**config.mk**
```make
export PLATFORM = sky130hd
export DESIGN_NAME = fir_mac_sequencer
export DESIGN_NICKNAME = d
export VERILOG_FILES = /design/src/rtl/fir_mac_sequencer.sv
export SDC_FILE = /design/constraint.sdc
export NUM_CORES = 2
export LEC_CHECK = 0
export CAP_MARGIN = 10
export CORE_UTILIZATION = 40
export CTS_CLUSTER_DIAMETER = 120
export DETAILED_ROUTE_END_ITERATION = 16
export RECOVER_POWER = 50
export SYNTH_ARGS = -nofsm -noshare
export SYNTH_HDL_FRONTEND = slang
export SYNTH_SLANG_ARGS = --single-unit
```
**constraint.sdc**
```tcl
create_clock -name clk_in -period 5.3 [get_ports clk_in]
set_input_delay 0.795 -clock clk_in [delete_from_list [all_inputs] [get_ports clk_in]]
set_output_delay 0.795 -clock clk_in [all_outputs]
set_load 0.1 [all_outputs]
```
**src/rtl/fir_mac_sequencer.sv**
```systemverilog
// rtl/fir_mac_sequencer.sv - time-multiplexed multi-lead FIR engine sharing one signed MAC
// One frame in, NUM_LEADS*KERNEL_SIZE MAC cycles, one saturated filtered frame out.
module fir_mac_sequencer #(
    parameter int DATA_RESOLUTION = 8,
    parameter int NUM_LEADS       = 3,
    parameter int KERNEL_SIZE     = 40,
    parameter int COEFF           = 1,
    parameter int KERNEL_SHIFT    = 10
) (
    input  logic                                          clk_in,
    input  logic                                          rst_in,
    input  logic [NUM_LEADS-1:0][DATA_RESOLUTION-1:0]     signed_data_in,
    input  logic                                          data_valid_in,
    output logic                                          ready_out,
    output logic [NUM_LEADS-1:0][DATA_RESOLUTION-1:0]     signed_data_out,
    output logic                                          data_valid_out,
    output logic                                          busy_out,
    output logic                                          overrun_out
);

    localparam int DR     = DATA_RESOLUTION;
    localparam int PROD_W = 2 * DR;
    localparam int ACC_W  = PROD_W + $clog2(KERNEL_SIZE);
    localparam int PTR_W  = (KERNEL_SIZE > 1) ? $clog2(KERNEL_SIZE) : 1;
    localparam int LEAD_W = (NUM_LEADS > 1) ? $clog2(NUM_LEADS) : 1;

    localparam logic [1:0] ST_IDLE   = 2'd0;
    localparam logic [1:0] ST_LOAD   = 2'd1;
    localparam logic [1:0] ST_MAC    = 2'd2;
    localparam logic [1:0] ST_FINISH = 2'd3;

    localparam logic signed [DR-1:0]    C_COEFF = COEFF[DR-1:0];
    localparam logic signed [ACC_W-1:0] SAT_MAX = ACC_W'(2 ** (DR - 1) - 1);
    localparam logic signed [ACC_W-1:0] SAT_MIN = ~SAT_MAX;

    logic [1:0]              r_state;
    logic [PTR_W-1:0]        r_wr_ptr;
    logic [PTR_W-1:0]        r_rd_ptr;
    logic [PTR_W-1:0]        r_tap;
    logic [LEAD_W-1:0]       r_lead;
    logic signed [ACC_W-1:0] r_acc;
    logic signed [DR-1:0]    r_hist [NUM_LEADS][KERNEL_SIZE];
    logic [DR-1:0]           r_result [NUM_LEADS];
    logic [NUM_LEADS-1:0][DR-1:0] r_data_out;
    logic                    r_valid_out;
    logic                    r_overrun;

    logic signed [DR-1:0]     w_sample;
    logic signed [PROD_W-1:0] w_product;
    logic signed [ACC_W-1:0]  w_acc_next;
    logic signed [ACC_W-1:0]  w_shifted;
    logic [DR-1:0]            w_sat;
    logic                     w_last_tap;
    logic                     w_last_lead;
    logic [PTR_W-1:0]         w_rd_prev;
    logic [PTR_W-1:0]         w_wr_next;

    // rd_ptr walks backwards from the newest sample, so it always equals (wr_ptr - tap) mod K.
    assign w_sample    = r_hist[r_lead][r_rd_ptr];
    assign w_product   = PROD_W'(w_sample) * PROD_W'(C_COEFF);
    assign w_acc_next  = r_acc + ACC_W'(w_product);
    assign w_shifted   = w_acc_next >>> KERNEL_SHIFT;
    assign w_last_tap  = (r_tap == PTR_W'(KERNEL_SIZE - 1));
    assign w_last_lead = (r_lead == LEAD_W'(NUM_LEADS - 1));
    assign w_rd_prev   = (r_rd_ptr == '0) ? PTR_W'(KERNEL_SIZE - 1) : r_rd_ptr - PTR_W'(1);
    assign w_wr_next   = (r_wr_ptr == PTR_W'(KERNEL_SIZE - 1)) ? '0 : r_wr_ptr + PTR_W'(1);

    always_comb begin
        w_sat = w_shifted[DR-1:0];
        if (w_shifted > SAT_MAX) begin
            w_sat = SAT_MAX[DR-1:0];
        end else if (w_shifted < SAT_MIN) begin
            w_sat = SAT_MIN[DR-1:0];
        end
    end

    always_ff @(posedge clk_in) begin
        if (rst_in) begin
            r_state     <= ST_IDLE;
            r_wr_ptr    <= '0;
            r_rd_ptr    <= '0;
            r_tap       <= '0;
            r_lead      <= '0;
            r_acc       <= '0;
            r_data_out  <= '0;
            r_valid_out <= 1'b0;
            r_overrun   <= 1'b0;
            for (int l = 0; l < NUM_LEADS; l++) begin
                r_result[l] <= '0;
                for (int k = 0; k < KERNEL_SIZE; k++) begin
                    r_hist[l][k] <= '0;
                end
            end
        end else begin
            r_valid_out <= 1'b0;
            if (data_valid_in && (r_state != ST_IDLE)) begin
                r_overrun <= 1'b1;
            end
            case (r_state)
                ST_IDLE: begin
                    if (data_valid_in) begin
                        for (int l = 0; l < NUM_LEADS; l++) begin
                            r_hist[l][r_wr_ptr] <= signed_data_in[l];
                        end
                        r_state <= ST_LOAD;
                    end
                end
                ST_LOAD: begin
                    r_acc    <= '0;
                    r_lead   <= '0;
                    r_tap    <= '0;
                    r_rd_ptr <= r_wr_ptr;
                    r_state  <= ST_MAC;
                end
                ST_MAC: begin
                    if (w_last_tap) begin
                        r_result[r_lead] <= w_sat;
                        r_acc    <= '0;
                        r_tap    <= '0;
                        r_rd_ptr <= r_wr_ptr;
                        if (w_last_lead) begin
                            // Publish during the FINISH cycle so the pulse and data coincide.
                            for (int l = 0; l < NUM_LEADS; l++) begin
                                r_data_out[l] <= r_result[l];
                            end
                            r_data_out[NUM_LEADS-1] <= w_sat;
                            r_valid_out <= 1'b1;
                            r_state     <= ST_FINISH;
                        end else begin
                            r_lead <= r_lead + LEAD_W'(1);
                        end
                    end else begin
                        r_acc    <= w_acc_next;
                        r_tap    <= r_tap + PTR_W'(1);
                        r_rd_ptr <= w_rd_prev;
                    end
                end
                ST_FINISH: begin
                    r_wr_ptr <= w_wr_next;
                    r_state  <= ST_IDLE;
                end
                default: begin
                    r_state <= ST_IDLE;
                end
            endcase
        end
    end

    assign ready_out       = (r_state == ST_IDLE);
    assign busy_out        = ~ready_out;
    assign signed_data_out = r_data_out;
    assign data_valid_out  = r_valid_out;
    assign overrun_out     = r_overrun;

endmodule

```
==> metrics.json <==
{
  "syn-cell-area": {"value": 0.0491, "unit": "mm²"},
  "cts_htree_levels": {"value": 3},
  "clk_root_buffer_cell": {"value": "clkbuf_16"},
  "tightestPinTransition": {"value": 2.15, "unit": "ns"},
  "leakage": {"value": 19.4, "unit": "nW"},
  "synthesis.area_per_instance": {"value": 13.7, "unit": "µm²"},
  "floorplan.die.width": {"value": 352, "unit": "µm"},
  "power_density": {"value": 373, "unit": "mW/mm²"},
  "post_dp_cell_area": {"value": 0.0524, "unit": "mm²"},
  "slew_headroom": {"value": -43.5, "unit": "%"},
  "syn_nets": {"value": 3643},
  "min_to": {"value": "signed_data_out[13]$_SDFFE_PP0P_"},
  "num-nets-final": {"value": 3767},
  "antenna_found_initial": {"value": 11},
  "clock_tree.buffer_depth": {"value": 3},
  "i_o_pins": {"value": 55},
  "cts_made_buffers": {"value": 111},
  "postRouteWirelength": {"value": 130000, "unit": "µm"},
  "tritoncts": {"value": "built"},
  "min_period": {"value": 5.22, "unit": "ns"},
  "worstHoldPathType": {"value": "reg2reg"},
  "yosysWarnings": {"value": 0},
  "slew_viol_final": {"value": 100},
  "finalSetupViolations": {"value": 0},
  "end_kind": {"value": "flop"},
  "route.detailed.drc": {"value": 0},
  "timing.reg2reg.worst_path_depth": {"value": 21},
  "clk_pin_slew": {"value": 0.06, "unit": "ns"},
  "cp-start-kind": {"value": "flop"},
  "regToRegSetupSlack": {"value": 0.08, "unit": "ns"},
  "maximum_capacitance_violations": {"value": 4},
  "avg_vias_per_cell": {"value": 5.35},
  "largest_fanout_of_any_net_on_the_critical_path": {"value": 11},
  "maximum_clock_rate": {"value": 191, "unit": "MHz"},
  "number_of_violations_reported_at_the_end_of_detailed_routing_iteration_0": {"value": 2844},
  "grt_pass1_vias": {"value": 28971},
  "place.gp.congestion": {"value": 0.820},
  "dp.final_hpwl": {"value": 73700, "unit": "µm"},
  "floorplan.die.height": {"value": 352, "unit": "µm"},
  "drt.antenna.violating_nets": {"value": 0},
  "timing.critical_path.required": {"value": 5.72, "unit": "ns"},
  "r2r-end": {"value": "r_result[0][1]$_SDFFCE_PN0P_"},
  "ys_async_sr_fraction": {"value": 0, "unit": "%"},
  "clock-skew-final": {"value": 0.0421, "unit": "ns"},
  "initial_utilization": {"value": 40.3, "unit": "%"},
  "grt_first_pass_wirelength": {"value": 192000, "unit": "µm"},
  "final_util": {"value": 46.4, "unit": "%"},
  "hold_viol": {"value": 0},
  "timing.setup.tns": {"value": 0, "unit": "ns"},
  "synth-seq-area-share": {"value": 62.6, "unit": "%"},
  "failed_checks": {"value": "max-capacitance violations, max-slew violations"},
  "min_period_over_period": {"value": 98.6, "unit": "%"},
  "final_layout_size_suffix_gt1_share": {"value": 19.1, "unit": "%"},
  "hold_path.startpoint": {"value": "signed_data_out[13]$_SDFFE_PP0P_"},
  "stdcell_area": {"value": 0.0564, "unit": "mm²"},
  "peakVddDrop": {"value": 0.433, "unit": "mV"},
  "whs": {"value": 0.455, "unit": "ns"},
  "post-place-cells": {"value": 5185},
  "outcome": {"value": "finished, violations left"},
  "synth_flop_cell": {"value": "edfxtp_1"},
  "synth_cell_type_count": {"value": 67},
  "rows": {"value": 128},
  "wl_per_cell": {"value": 23.9, "unit": "µm"},
  "die-area": {"value": 0.124, "unit": "mm²"},
  "drt_pre_antenna_iters": {"value": 7},
  "critPathArrivalTime": {"value": 5.64, "unit": "ns"},
  "grt_use_total": {"value": 20.6, "unit": "%"},
  "synthesis.instances": {"value": 3584},
  "worst_skew_pair.late_latency": {"value": 0.71, "unit": "ns"},
  "port-buffer-count": {"value": 54},
  "num_vias": {"value": 29002},
  "cts_num_sinks": {"value": 1048},
  "worst-setup-path-type": {"value": "reg2reg"},
  "yosys_register_bits": {"value": 1048},
  "area_growth": {"value": 14.9, "unit": "%"},
  "worst_hold_path.num_cells": {"value": 2},
  "layoutNonFillerInstCount": {"value": 5426},
  "core-area": {"value": 0.122, "unit": "mm²"},
  "global_route.overflow_total": {"value": 0},
  "synth_edf_count": {"value": 976},
  "largest_net_degree_at_the_start_of_global_routing": {"value": 58}
}
routing by layer:
metal | global-route usage (%) | routed length, µm | up-vias
met5 | 0 | 28 | -
met4 | 6.42 | 4130 | 4
met3 | 2.69 | 7950 | 217
met2 | 32.7 | 59800 | 879
met1 | 29.4 | 57700 | 14730
li1 | - | - | 13172
cell usage after synthesis (16+ instances only):
library cell / number / area share (%)
a211oi_1: 24 / 0.37
a21oi_1: 96 / 0.98
and2_1: 960 / 12
buf_2: 37 / 0.38
buf_4: 23 / 0.35
clkbuf_1: 246 / 1.9
dfxtp_1: 72 / 2.9
edfxtp_1: 976 / 60
ha_1: 31 / 0.79
inv_1: 20 / 0.15
mux2_2: 17 / 0.39
mux2i_1: 154 / 3.1
mux4_2: 191 / 8.8
nand2_1: 198 / 1.5
nor2_1: 153 / 1.2
o211ai_1: 23 / 0.35
o21ai_0: 134 / 1.4
or2_2: 41 / 0.52
xnor2_1: 16 / 0.29
worst max path at each step:
stage,from,end,slack [ns],cells after the start
6_report,flop,r_result[0][1]$_SDFFCE_PN0P_,0.08,21
5_1_grt,flop,signed_data_out[21]$_SDFFE_PP0P_,-0.07,23
4_1_cts,flop,r_result[1][0]$_SDFFCE_PN0P_,0.00001,21
3_5_place_dp,flop,signed_data_out[16]$_SDFFE_PP0P_,-0.30,19
3_3_place_gp,flop,signed_data_out[16]$_SDFFE_PP0P_,-0.17,19
2_1_floorplan,flop,signed_data_out[16]$_SDFFE_PP0P_,0.07,24
cells in the final DEF, fill, tap and decap left out, drive strengths merged, types with 4 or more instances in the layout:
cell type and count:
a211oi 24, a21o 4, a21oi 96, a22oi 15, a311oi 9, a32oi 5
and2 960, buf 262, bufinv 9, clkbuf 176, clkdlybuf4s50 28, clkinv 52
clkinvlp 4, dfxtp 72, edfxtp 976, ha 31, inv 23, mux2 18
mux2i 154, mux4 191, nand2 198, nand2b 13, nand3 13, nand4 9
nor2 153, nor2b 6, nor3 15, o211ai 24, o21a 7, o21ai 141
o21bai 4, o22ai 7, or2 41, xnor2 16, xor2 5
logic make-up after synthesis:
| family | Yosys count | synth area share, % |
|---|---|---|
| and+or+nand+nor | 1422 | 16.3 |
| adders and majority gates | 32 | 0.831 |
| xor gates and xnor gates | 22 | 0.425 |
| AOI/OAI and AO/OA | 355 | 4.44 |
| buffers and inverters | 342 | 3.04 |
| muxes | 363 | 12.3 |
| DFF | 1048 | 62.6 |
through the flow:
stage | power (mW) | setup WS (ns)
floorplan | 11.8 | 0.0689
global placement | 13.2 | -0.172
detailed placement | 13.2 | -0.298
CTS | 20.9 | 0.00000977
global route | 21.7 | -0.0666
finish | 21.1 | 0.0756
power by group:
part | internal, mW | leakage, nW | switching, mW | total (mW)
Sequential | 9.35 | 10.7 | 0.121 | 9.47
Combinational | 1.67 | 7.00 | 2.33 | 4.00
Clock | 4.32 | 1.70 | 3.27 | 7.59
worst max-delay path, stage by stage (launching register included):
cell and delay, ns:
dfxtp_4 0.42, buf_12 0.16, buf_12 0.13, mux4_2 0.49, o21ai_0 0.53, mux4_2 0.47, mux4_2 0.32, o22ai_2 0.09
ha_1 0.20, buf_4 0.14, a211oi_2 0.20, nor2_2 0.09, a221oi_2 0.26, buf_4 0.17, nor4_4 0.04, or2_2 0.33
a211oi_2 0.18, o21ai_2 0.10, o31ai_4 0.26, buf_4 0.16, buf_12 0.12, a21oi_1 0.06
area by class of cell:
type,count,area [µm²]
well taps,1625,2030
inverters,21,78.8
repair buffers,332,2940
multi-input cells,2194,17100
flip-flops and latches,1048,30800
fillers,10717,65300
clock buffers,136,2910
diodes,3,7.51
clock inverters,67,569
timing repair:
| action | CTS | global route |
|---|---|---|
| resized for setup | 14 | 57 |
| endpoints found under the setup margin | 21 | 26 |
| buffers inserted | 18 | 12 |
| gates cloned | 3 | 2 |
| hold buffers | 0 | 0 |
| pin swaps | 8 | 21 |
registers in the layout, summed over array words and instances (netlist names), named ones only:
signal and cells:
overrun_out 1, r_state 2, signed_data_out 24, r_lead 2
r_rd_ptr 6, r_acc 22, data_valid_out 1, r_tap 6
r_result 16, r_wr_ptr 6, r_hist 960
Power figures use the tool's default switching activity.
